<file path="config.mk">
export PLATFORM = sky130hd
export DESIGN_NAME = ex_mem_reg
export DESIGN_NICKNAME = d
export VERILOG_FILES = /design/src/rtl/ex_mem_reg.sv
export SDC_FILE = /design/constraint.sdc
export NUM_CORES = 1
export LEC_CHECK = 0
export CAP_MARGIN = 15
export CORE_AREA = 2 2 120 122
export DETAILED_ROUTE_END_ITERATION = 10
export DIE_AREA = 0 0 122 124
export GPL_TIMING_DRIVEN = 0
export PLACE_DENSITY = 0.82
export SYNTH_ARGS = -nofsm -noshare
export SYNTH_HDL_FRONTEND = slang
export SYNTH_SLANG_ARGS = --single-unit
</file>
<file path="constraint.sdc">
create_clock -name clk -period 8.05 [get_ports clk]
set_input_delay 2.415 -clock clk [delete_from_list [all_inputs] [get_ports clk]]
set_output_delay 2.415 -clock clk [all_outputs]
set_load 0.01 [all_outputs]
</file>
<file path="src/rtl/ex_mem_reg.sv">
// EX/MEM pipeline register built as a 2-entry skid buffer with registered in_ready.
// Optional stall counter output enabled by defining EX_MEM_PERF_EN.
`timescale 1ns/1ps

module ex_mem_reg #(
    parameter int unsigned ALU_WIDTH = 32
) (
    input  logic                 clk,
    input  logic                 reset,
    input  logic                 flush,
    input  logic                 in_valid,
    output logic                 in_ready,
    input  logic [ALU_WIDTH-1:0] in_alu_out,
    input  logic [ALU_WIDTH-1:0] in_store_data,
    input  logic [4:0]           in_rd,
    input  logic [2:0]           in_funct3,
    input  logic                 in_reg_wr,
    input  logic                 in_mem_rd,
    input  logic                 in_mem_wr,
    output logic                 out_valid,
    input  logic                 out_ready,
    output logic [ALU_WIDTH-1:0] out_alu_out,
    output logic [ALU_WIDTH-1:0] out_store_data,
    output logic [4:0]           out_rd,
    output logic [2:0]           out_funct3,
    output logic                 out_reg_wr,
    output logic                 out_mem_rd,
    output logic                 out_mem_wr
`ifdef EX_MEM_PERF_EN
    ,
    output logic [31:0]          stall_cnt
`endif
);

    localparam int unsigned RD_W  = 5;
    localparam int unsigned F3_W  = 3;
    localparam int unsigned CNT_W = 32;

    typedef struct packed {
        logic [ALU_WIDTH-1:0] alu_out;
        logic [ALU_WIDTH-1:0] store_data;
        logic [RD_W-1:0]      rd;
        logic [F3_W-1:0]      funct3;
        logic                 reg_wr;
        logic                 mem_rd;
        logic                 mem_wr;
    } entry_t;

    typedef enum logic [1:0] {
        EMPTY = 2'd0,
        ONE   = 2'd1,
        TWO   = 2'd2
    } state_t;

    state_t state_q, state_d;
    entry_t main_q, main_d;
    entry_t skid_q, skid_d;
    logic   in_ready_q, in_ready_d;
    logic   out_valid_q, out_valid_d;
    entry_t incoming;
    logic   in_xfer;
    logic   out_xfer;

    assign in_xfer  = in_valid && in_ready_q;
    assign out_xfer = out_valid_q && out_ready;

    // x0 is hardwired to zero, so a write to it is dropped at capture
    always_comb begin
        incoming.alu_out    = in_alu_out;
        incoming.store_data = in_store_data;
        incoming.rd         = in_rd;
        incoming.funct3     = in_funct3;
        incoming.reg_wr     = in_reg_wr && (in_rd != RD_W'(0));
        incoming.mem_rd     = in_mem_rd;
        incoming.mem_wr     = in_mem_wr;
    end

    // Next-state and entry movement; flush overrides any transfer
    always_comb begin
        state_d = state_q;
        main_d  = main_q;
        skid_d  = skid_q;
        if (flush) begin
            state_d = EMPTY;
        end else begin
            case (state_q)
                EMPTY: begin
                    if (in_xfer) begin
                        main_d  = incoming;
                        state_d = ONE;
                    end
                end
                ONE: begin
                    if (in_xfer && out_xfer) begin
                        main_d = incoming;
                    end else if (in_xfer) begin
                        skid_d  = incoming;
                        state_d = TWO;
                    end else if (out_xfer) begin
                        state_d = EMPTY;
                    end
                end
                TWO: begin
                    if (out_xfer) begin
                        main_d  = skid_q;
                        state_d = ONE;
                    end
                end
                default: state_d = EMPTY;
            endcase
        end
        in_ready_d  = (state_d != TWO);
        out_valid_d = (state_d != EMPTY);
    end

    always_ff @(posedge clk or posedge reset) begin
        if (reset) begin
            state_q     <= EMPTY;
            main_q      <= '0;
            skid_q      <= '0;
            in_ready_q  <= 1'b1;
            out_valid_q <= 1'b0;
        end else begin
            state_q     <= state_d;
            main_q      <= main_d;
            skid_q      <= skid_d;
            in_ready_q  <= in_ready_d;
            out_valid_q <= out_valid_d;
        end
    end

    assign in_ready       = in_ready_q;
    assign out_valid      = out_valid_q;
    assign out_alu_out    = main_q.alu_out;
    assign out_store_data = main_q.store_data;
    assign out_rd         = main_q.rd;
    assign out_funct3     = main_q.funct3;
    assign out_reg_wr     = main_q.reg_wr;
    assign out_mem_rd     = main_q.mem_rd;
    assign out_mem_wr     = main_q.mem_wr;

`ifdef EX_MEM_PERF_EN
    logic [CNT_W-1:0] stall_cnt_q;

    // Counts cycles where the head is offered but not taken; wraps freely
    always_ff @(posedge clk or posedge reset) begin
        if (reset) begin
            stall_cnt_q <= '0;
        end else if (out_valid_q && !out_ready) begin
            stall_cnt_q <= stall_cnt_q + CNT_W'(1);
        end
    end

    assign stall_cnt = stall_cnt_q;
`endif

endmodule

</file>
# == Word-level counts from Yosys, hierarchy flattened ==
# Cells that the tools add are included.
# word_totals
reg_bits,154
output_inout_bits,77
elab_cells,46
# op_classes
n_eq_ne,6
n_mux,11
bitwise,2
n_reduce_logical,10
# op_table
operator,n
two-way mux 75 bit,3
case mux 75 bit (3 select lines),1
two-way mux 2 bit,6
"inequality test 2 bit, second input constant",4
case mux 2 bit (3 select lines),1
AND reduction 5 bit,1
nonzero test 5 bit,1
logical AND 1 bit,4
AND reduction 4 bit,1
nonzero test 3 bit,1
"equality test 2 x 1 -> 1 bit, second input constant",1
"equality test 2 bit, second input constant",1
zero test 2 bit,1
NOT 1 bit,2
nonzero test 2 bit,1

# == Depth between registers and ports, before layout ==
# depth
ltp_word,7
depth_mapped,5

# == Least setup slack after synthesis ==
# No wires, ideal clock.
# synth_timing
path_type,input to register
from,input port flush
to,register main_q (netlist bit out_alu_out[0])
setup_ns,0.125
arrival_time_ns,3.489
required_time_ns,7.925
slack_ns,4.436
cell_stages,5
cell_sequence,nand4bb_1 -> o22ai_1 -> buf_4 -> buf_6 -> mux2_4
# synth_via
elab_chain_len,2
# synth_lines
element,line_no,text
"start, declared",10,"input logic flush,"
NOT 1 bit (no line),n/a,
AND reduction 5 bit (no line),n/a,
"end signal, assigned",125,main_q <= main_d;
"end, declared",56,"entry_t main_q, main_d;"
# No other way between the ends.
# A chain may end at the register's enable or synchronous reset.

# == Worst setup path after layout ==
# layout_timing
from,input port flush
to,register main_q (netlist bit out_store_data[7])
# The elaborated chain is that of the path after synthesis.

==> flow_summary.toml <==
[outcome]
outcome = "finished, final reports clean"

[setup_path]
cp-end-kind = "flop"
startpoint_type = "input port"
required_ns = 8.34
slowest_delay_ns = 0.53
path_max_fanout = 10
cp_slowest_cell = "clkdlybuf4s50_1"
cp_num_buf_inv = 3
worst_ep_arrival_time_ns = 4.31
crit_type = "input port to flop"
crit_family = "buffers and inverters"
path_cells = "clkdlybuf4s50_1 > nand4bb_1 > o22ai_1 > buf_4 > buf_6 > mux2_4"

[timing]
fmax_mhz = 248.9
setup_violations = 0
report.final.slew_viol_count = 0
finalClockSkew_ns = 0.004396
period_needed_ns = 4.018
timing.final.crit_share_pct = 49.91
setup_tns_ns = 0
relSlewSlack_pct = 60.13
rsz0062_at_grt = "false"
worst_pin_slew_ns = 0.5981
hold_violations = 0
whs_ns = 0.4860

[floorplanning]
die_width_um = 122
fp.dieArea_um2 = 15130
ios = 157
row_count = 43
core_area_um2 = 13720
start_util_pct = 50.73
die_y_um = 124

[clocking]
cts_root_buffer = "clkbuf_16"
htree_levels = 4
cts_buffers = 17
postCtsSetupRepairBufs = 0
clk_latency_ns = 0.41
cts_resized = 0
cts-hold-fix-buffers = 0
clk_transition_reported_paths_ns = 0.06
clock_path_buffers = 2
cts_tree = "built"
cts_sinks = 154

[yosys]
ys_seq_area_share_pct = 55.39
ys_seq_elements = 154
synth.distinct_cells = 31
synth_area_um2 = 6959
syn_nets = 509
yosysTopAreaCell = "dfrtp_1"
synth_area_leaders = "dfrtp_1 (55%), mux2_2 (22%), mux2_4 (11%)"
syn_inst = 429
yosysTopAreaCellShare_pct = 55.02
yosys_warnings = 0
post_synth.cell_area_avg_um2 = 16.22

[drt]
drtPass1Iterations = 4
wirelength_mm = 14.91
drtAntennaViolNets = 0
drc_errors = 0
num_vias = 4235
vias_per_cell = 5.314
avgRoutedWirePerCell_um = 18.70
drt_first_iter_violations = 156

[placed_design]
dpl.hpwl_mm = 10.52
gp_congestion = 0.7475
port_buffers = 156

[power_and_ir_drop]
p_leak_nw = 4.008
ir_worst_vdd_mv = 0.1501
pwr_density_cell_nw_per_um2 = 310.3

[global_routing]
antenna_found_initial = 0
grt_pass1_vias = 4655
grt_usage_pct = 20.78
grt_pass1_wl_mm = 23.78
grt_max_degree = 103
overflow = 0

[final_layout]
multiInputGateArea_um2 = 2895
final_common_cell = "clkdlybuf4s50_1"
drive_above_1_share_pct = 40.19
n_fill_cell = 952
register_area_um2 = 3855
layout.nets = 685
final_cell_mix = "clkdlybuf4s50_1 (156), dfrtp_1 (153), mux2_2 (139)"
fin_util_pct = 68.13
syn_to_final_growth_pct = 34.30
diodes = 0

[job]
max_cap_violations = 0

[hold_path]
min_path_type = "flop to flop"
[synth_stat cells]
cell	count
dfrtp_1	153
mux2_2	139
mux2_4	49
mux2_1	35
buf_6	12
buf_2	8
buf_4	3
nand2_1	3
a31oi_1	2
inv_1	2
nand2b_1	2
nand3b_1	2
a211oi_1	1
a21boi_4	1
a21oi_1	1
a221o_1	1
a221oi_1	1
and3b_1	1
and4_1	1
clkbuf_1	1
dfstp_2	1
nand4bb_1	1
nor2b_1	1
nor3b_1	1
o221a_2	1
o22ai_1	1
o311ai_0	1
o31a_1	1
o32ai_1	1
or2_2	1
or3_1	1
[state kept, by name, summed over array words and instances, names as in the netlist]
signal and cells:
in_ready 1, out_alu_out 32, out_funct3 3, out_mem_rd 1
out_mem_wr 1, out_rd 5, out_reg_wr 1, out_store_data 32
out_valid 1, skid_q 75, state_q 2
[cells by family (layout without fill, tap and decap cells)]
logic type             after synthesis  in the layout  share of synthesized area, %
flip-flops                         154            154                         55.39
buffers and inverters               26            214                         3.003
AO/OA/AOI/OAI                       12             12                         1.528
multiplexers                       223            223                         38.73
AND/OR/NAND/NOR                     14             14                         1.349
[worst paths after layout]
check / start / to / slack, ns / cells after the start
max: flush / out_store_data[7]$_DFFE_PP0P_ / 4.03 / 6
min: skid_q[7]$_DFFE_PP0P_ / skid_q[7]$_DFFE_PP0P_ / 0.49 / 1
max reg2reg: state_q[1]$_DFF_PP0_ / out_store_data[7]$_DFFE_PP0P_ / 6.14 / 5
min reg2reg: skid_q[7]$_DFFE_PP0P_ / skid_q[7]$_DFFE_PP0P_ / 0.49 / 1
max in group asynchronous: reset / in_ready$_DFF_PP1_ / 4.75 / 3
min in group asynchronous: reset / skid_q[17]$_DFFE_PP0P_ / 2.43 / 2
[layer usage]
layer / GRT usage, % / up-vias / share of wire (%)
met5: 0 / - / 0
met4: 8.477 / 0 / 2.3
met3: 5.403 / 28 / 4.9
met2: 34.92 / 113 / 50
met1: 25.69 / 2177 / 42
li1: - / 1917 / -
[layout make-up]
class	instances	share of cell area (%)
plain buffers	24	2.155
clock buffers	18	4.699
clock inverters	13	1.379
inverters	2	0.1339
multi-input cells	249	30.98
flip-flops and latches	154	41.25
well taps	180	2.410
repair buffers	157	17.00
[report_power, final]
group          internal (mW)  total, mW  leakage, nW  switching [mW]
Combinational          0.582      0.871         1.89           0.290
Clock                  0.459      0.762        0.273           0.303
Sequential              1.09       1.27         1.84           0.175
Total                   2.13       2.90         4.01           0.767
[through the flow]
stage,instances,setup slack (ns),power [mW],cell area (um2)
floorplan,429,1.487,1.715,6959
finish,797,4.032,2.901,9346
global placement,765,-0.4462,2.097,8746
CTS,797,4.034,2.929,9346
global route,797,3.942,3.058,9346
detailed placement,766,3.597,2.154,8778
Note: power is estimated with default switching activity, not from simulation.
